$ cat src/rtl/ee354_gcd_pkg.sv
// Shared definitions for the ee354 GCD core: one-hot state encoding and default width.
// State bit order matches the {q_I, q_Sub, q_Mult, q_Done} output bundle.
package ee354_gcd_pkg;

  localparam int DEFAULT_WIDTH = 8;

  localparam logic [3:0] QI    = 4'b1000;
  localparam logic [3:0] QSUB  = 4'b0100;
  localparam logic [3:0] QMULT = 4'b0010;
  localparam logic [3:0] QDONE = 4'b0001;

  typedef enum logic [3:0] {
    S_I    = QI,
    S_SUB  = QSUB,
    S_MULT = QMULT,
    S_DONE = QDONE
  } state_t;

endpackage

$ cat src/rtl/ee354_sat_counter.sv
// Saturating up-counter with synchronous reset, clock enable and synchronous clear.
// Clear wins over increment; the count sticks at all-ones instead of wrapping.
module ee354_sat_counter #(
  parameter int W = 16
) (
  input  logic         clk,
  input  logic         reset,
  input  logic         en,
  input  logic         clr,
  input  logic         inc,
  output logic [W-1:0] q
);

  always_ff @(posedge clk) begin
    if (reset) begin
      q <= '0;
    end else if (en) begin
      if (clr)
        q <= '0;
      else if (inc && (q != {W{1'b1}}))
        q <= q + W'(1);
    end
  end

endmodule

$ cat src/rtl/ee354_gcd_param.sv
// Parametrised GCD core: binary subtract/halve reduction, then a doubling phase that
// restores the common powers of two. Zero operands short-cut straight to the result.
module ee354_gcd_param
  import ee354_gcd_pkg::*;
#(
  parameter int WIDTH = DEFAULT_WIDTH,
  parameter int CNT_W = $clog2(WIDTH) + 1,
  parameter int CYC_W = 16
) (
  input  logic             Clk,
  input  logic             Reset,
  input  logic             CEN,
  input  logic             Start,
  input  logic             Ack,
  input  logic [WIDTH-1:0] Ain,
  input  logic [WIDTH-1:0] Bin,
  output logic [WIDTH-1:0] A,
  output logic [WIDTH-1:0] B,
  output logic [WIDTH-1:0] AB_GCD,
  output logic [CNT_W-1:0] i_count,
  output logic [CYC_W-1:0] Cycles,
  output logic             q_I,
  output logic             q_Sub,
  output logic             q_Mult,
  output logic             q_Done
);

  state_t           state, state_nx;
  logic [WIDTH-1:0] a_nx, b_nx, gcd_nx;
  logic [CNT_W-1:0] cnt_nx;
  logic             cyc_clr, cyc_inc;

  assign {q_I, q_Sub, q_Mult, q_Done} = state;

  always_ff @(posedge Clk) begin
    if (Reset) begin
      state   <= S_I;
      A       <= '0;
      B       <= '0;
      AB_GCD  <= '0;
      i_count <= '0;
    end else if (CEN) begin
      state   <= state_nx;
      A       <= a_nx;
      B       <= b_nx;
      AB_GCD  <= gcd_nx;
      i_count <= cnt_nx;
    end
  end

  always_comb begin
    state_nx = state;
    a_nx     = A;
    b_nx     = B;
    gcd_nx   = AB_GCD;
    cnt_nx   = i_count;
    cyc_clr  = 1'b0;
    cyc_inc  = 1'b0;
    case (state)
      S_I: begin
        a_nx   = Ain;
        b_nx   = Bin;
        cnt_nx = '0;
        if (Start) begin
          cyc_clr = 1'b1;
          // GCD(x,0)=x and GCD(0,0)=0, so OR-ing the operands is the whole answer.
          if ((Ain == '0) || (Bin == '0)) begin
            state_nx = S_DONE;
            gcd_nx   = Ain | Bin;
          end else begin
            state_nx = S_SUB;
          end
        end
      end
      S_SUB: begin
        cyc_inc = 1'b1;
        if (A == B) begin
          state_nx = S_MULT;
        end else if (!A[0] && !B[0]) begin
          a_nx   = A >> 1;
          b_nx   = B >> 1;
          cnt_nx = i_count + CNT_W'(1);
        end else if (!A[0]) begin
          a_nx = A >> 1;
        end else if (!B[0]) begin
          b_nx = B >> 1;
        end else if (A > B) begin
          a_nx = A - B;
        end else begin
          b_nx = B - A;
        end
      end
      S_MULT: begin
        cyc_inc = 1'b1;
        if (i_count == '0) begin
          state_nx = S_DONE;
          gcd_nx   = A;
        end else begin
          a_nx   = A << 1;
          cnt_nx = i_count - CNT_W'(1);
        end
      end
      S_DONE: begin
        if (Ack)
          state_nx = S_I;
      end
      default: state_nx = S_I;
    endcase
  end

  ee354_sat_counter #(
    .W(CYC_W)
  ) u_cycles (
    .clk  (Clk),
    .reset(Reset),
    .en   (CEN),
    .clr  (cyc_clr),
    .inc  (cyc_inc),
    .q    (Cycles)
  );

endmodule

$ cat config.mk
export PLATFORM = sky130hd
export DESIGN_NAME = ee354_gcd_param
export DESIGN_NICKNAME = d
export VERILOG_FILES = /design/src/rtl/ee354_gcd_pkg.sv /design/src/rtl/ee354_sat_counter.sv /design/src/rtl/ee354_gcd_param.sv
export SDC_FILE = /design/constraint.sdc
export NUM_CORES = 1
export LEC_CHECK = 0
export CORE_ASPECT_RATIO = 0.5
export CORE_MARGIN = 1.5
export CORE_UTILIZATION = 53
export DETAILED_ROUTE_END_ITERATION = 8
export PLACE_DENSITY = 0.79
export SYNTH_ARGS = -nofsm -noshare
export SYNTH_HDL_FRONTEND = slang
export SYNTH_SLANG_ARGS = --single-unit
export TNS_END_PERCENT = 30
$ cat constraint.sdc
create_clock -name Clk -period 3.1 [get_ports Clk]
set_clock_uncertainty 0.15 [all_clocks]
set_input_delay 0.62 -clock Clk [delete_from_list [all_inputs] [get_ports Clk]]
set_output_delay 0.62 -clock Clk [all_outputs]
set_load 0.005 [all_outputs]
==> results.md <==
- Die height: 60.34 um
- Final Hold Viols: 0
- Area growth, synth to finish: 25.53%
- Delay-heaviest family, CP: compound AO/OA/AOI/OAI gates
- Ys Warns: 0
- First-pass GRT wire length: 15830 um
- Core area: 6206 sq um
- Seq/Total Area, Yosys: 27.58%
- FMAX: 339.7 MHz
- NetSw: 847.6 uW
- Commonest cells post-synth: 50 x nor2_1, 48 x dfxtp_1, 37 x a21oi_1, 37 x nand2_1, 24 x inv_1
- Largest net degree at the start of global routing: 36
- Vias in the first global route: 3049
- WL/cell: 17.15 um
- Inst Count DP: 585
- Adder-cell area share of the yosys netlist: 8.905%
- Mux contribution to synthesized area: 0.5745%
- Setup TNS: 0 ns
- Io pins: 69
- Non-filler cells, final: 593
- Top-area cell type share of the netlist area: 27.58%
- EDFF count, synth: 0
- Final worst setup slack: 0.1565 ns
- Compound-Gate Fraction of Synth Area: 24.02%
- Vias: 3591
- Detailed Route WL: 10170 um
- CP peak stage delay: 0.47 ns
- Post-route DRC: 0
- Run status: complete, no violations
- Largest family of logic cells by synthesized area: simple AND/OR/NAND/NOR gates
- Crit path kind: register to register
- Hold Crit Class: register to register
- Die Footprint: 7100 sq um
- Asr flop ratio synth: 0%
- Resized cells post-CTS: 0
- Leakage: 1.628 nW
- CTS Buf Count: 5
- Gp weighted congestion: 0.9805
- Pwr per Cell Area: 506.5 nW/um^2
- Max-Cap Viols: 0
- Area contributors post-synth: dfxtp_1 28%, ha_1 7.2%, nor2_1 5.4%, a21oi_1 5.3%, nand2_1 4.0%
- Max Slew Vio Count: 0
- Final Cycle Share: 94.95%
- Worst-margin pin slew: 0.8325 ns
- Seq pwr share: 31.9%
- Post-DR vias/cell: 6.056
- Syn Std Cell Area: 3485 sq um
- TritonCTS clock tree: done
- Grt total ovfl: 0
- Multi-input gate area: 2260 sq um
- Syn Nets: 482
- Initial antenna violation count: 0
- Average size of a mapped cell: 7.956 sq um
- RR Startpoint: A[0]
- TritonRoute pass-1 iters: 5
- Register area: 960.9 sq um
- Mapped Cells: 438
- Combinational power share: 41.8%
- Setup violations, final: 0
- CP Launch Point: A[0]
- #FFs+latches synth: 48
- Simple-Gate Fraction of Synth Area: 25.82%
- Root buffer cell: clkbuf_16
- Critical-path cell list: inv_1 > ha_1 > inv_1 > fa_1 > nand3_1 > a21oi_1 > o21ai_0 > a21oi_4 > nor2_1 > a211oi_1
- Clk sinks: 48
- Internal power: 1.368 mW
- Unique masters post-synth: 64
- Worst path required time: 3.13 ns
- Hpwl dp: 7664 um
- Relative slew slack: 44.13%
- Hold_buf cts: 0
- Pre-CTS setup slack: 0.2896 ns
- Worst Setup End Kind: register
- Most common cell in the netlist: nor2_1
- Clk_lat worst skew: 0.30 ns
- R2r setup slk: 0.16 ns
- Clock Pin Slew Worst Setup and Hold Paths: 0.07 ns
- Post-synth top area cell: dfxtp_1
- Dominant synthesized flop cell: dfxtp_1
- CP max FO: 14
- N_diodes: 0
- Final Critical Period: 2.943 ns
- CP bufs+invs: 2
- Nets@finish: 548
- Global Route Usage Sum: 28.64%
- Ratio of cells with drive above 1 in the final layout: 7.723%
- Crit path DAT: 2.98 ns
- Port Buffer Count: 68
- Row cnt: 20
- Worst Setup Start Kind: register
- Sw frac: 38.26%
- Die width: 117.7 um
- Max VDD drop: 0.0002792 V
- Clk buf depth: 2
- Hold Startpoint: AB_GCD[3]
- Fill count: 542
- Post-Synth XOR/XNOR Area: 5.530%
- Initial Util: 56.15%
- RSZ-0062 raised after global routing: no
- Post-CTS setup buffers: 0
- 1st-iter DRT viols: 455
- Clock network fraction of total power: 26.3%
- Post-route ant nets: 0
- H-tree depth: 2
- Core Util, Final: 70.48%
- Slowest CP cell: dfxtp_1
- Critical Path Most Common Cell: inv_1
metal layers:
layer | track usage, % | share of wire (%)
met2 | 46.95 | 44
met1 | 39.11 | 45
met4 | 9.233 | 2.1
met3 | 5.733 | 9.0
met5 | 0 | 0
flip-flops by register name, indices dropped and copies added (netlist names):
signal      cells
A               8
AB_GCD          8
B               8
i_count         4
state           4
u_cycles.q     16
final cells by class:
cell class	instances	area share, %
multi-input cells	341	51.66
flip-flops and latches	48	21.97
repair buffers	84	18.31
clock buffers	6	3.175
well taps	88	2.517
inverters	24	2.059
clock inverters	2	0.3146
metrics by stage:
step | hold slack, ns | total power [mW] | area [sq um]
3_3_place_gp | 0.2932 | 1.616 | 4222
5_1_grt | 0.3214 | 2.344 | 4374
4_1_cts | 0.3055 | 2.202 | 4374
3_5_place_dp | 0.2964 | 1.619 | 4222
2_1_floorplan | 0.2982 | 1.343 | 3485
6_report | 0.3021 | 2.215 | 4374
power by group through the flow:
stage	clock network (mW)	registers (mW)	logic [mW]
5_1_grt	0.620	0.714	1.01
6_report	0.582	0.707	0.926
2_1_floorplan	0	0.719	0.624
3_3_place_gp	0	0.718	0.897
4_1_cts	0.590	0.706	0.906
3_5_place_dp	0	0.719	0.900
path summary, 6_finish.rpt:
check / endpoint / cells past startpoint
setup / recovery: A[5] / 10
hold / removal: AB_GCD[3] / 2
setup reg to reg: A[5] / 10
hold reg to reg: AB_GCD[3] / 2
layout by cell type (no fill, tap or decap), types with 6 or more instances in the layout:
cell type        instances
nand2_1                 37
nor2_1                  50
inv_1                   24
xor2_1                  13
and3_1                   8
a211o_1                  7
nand2b_1                 6
nand4_1                 12
nor4_1                   8
a211oi_1                11
buf_4                   16
dfxtp_1                 48
o21ai_0                 15
xnor2_1                  9
clkdlybuf4s50_1         68
a21oi_1                 37
ha_1                    20
nand3_1                  9
nor3_1                  13
or3_1                   10
tightest hold or removal path, stage by stage (launching register included):
cell	delay, ns
dfxtp_1	0.31
nand2_1	0.05
a21oi_1	0.05
cell families after synthesis:
logic type,count (synthesis)
buffers and inverters,49
AO/OA/AOI/OAI,120
XOR/XNOR,22
multiplexers,2
flip-flops,48
adder cells (fa/ha/maj),23
AND/OR/NAND/NOR,174
(Power assumes the default switching activity.)
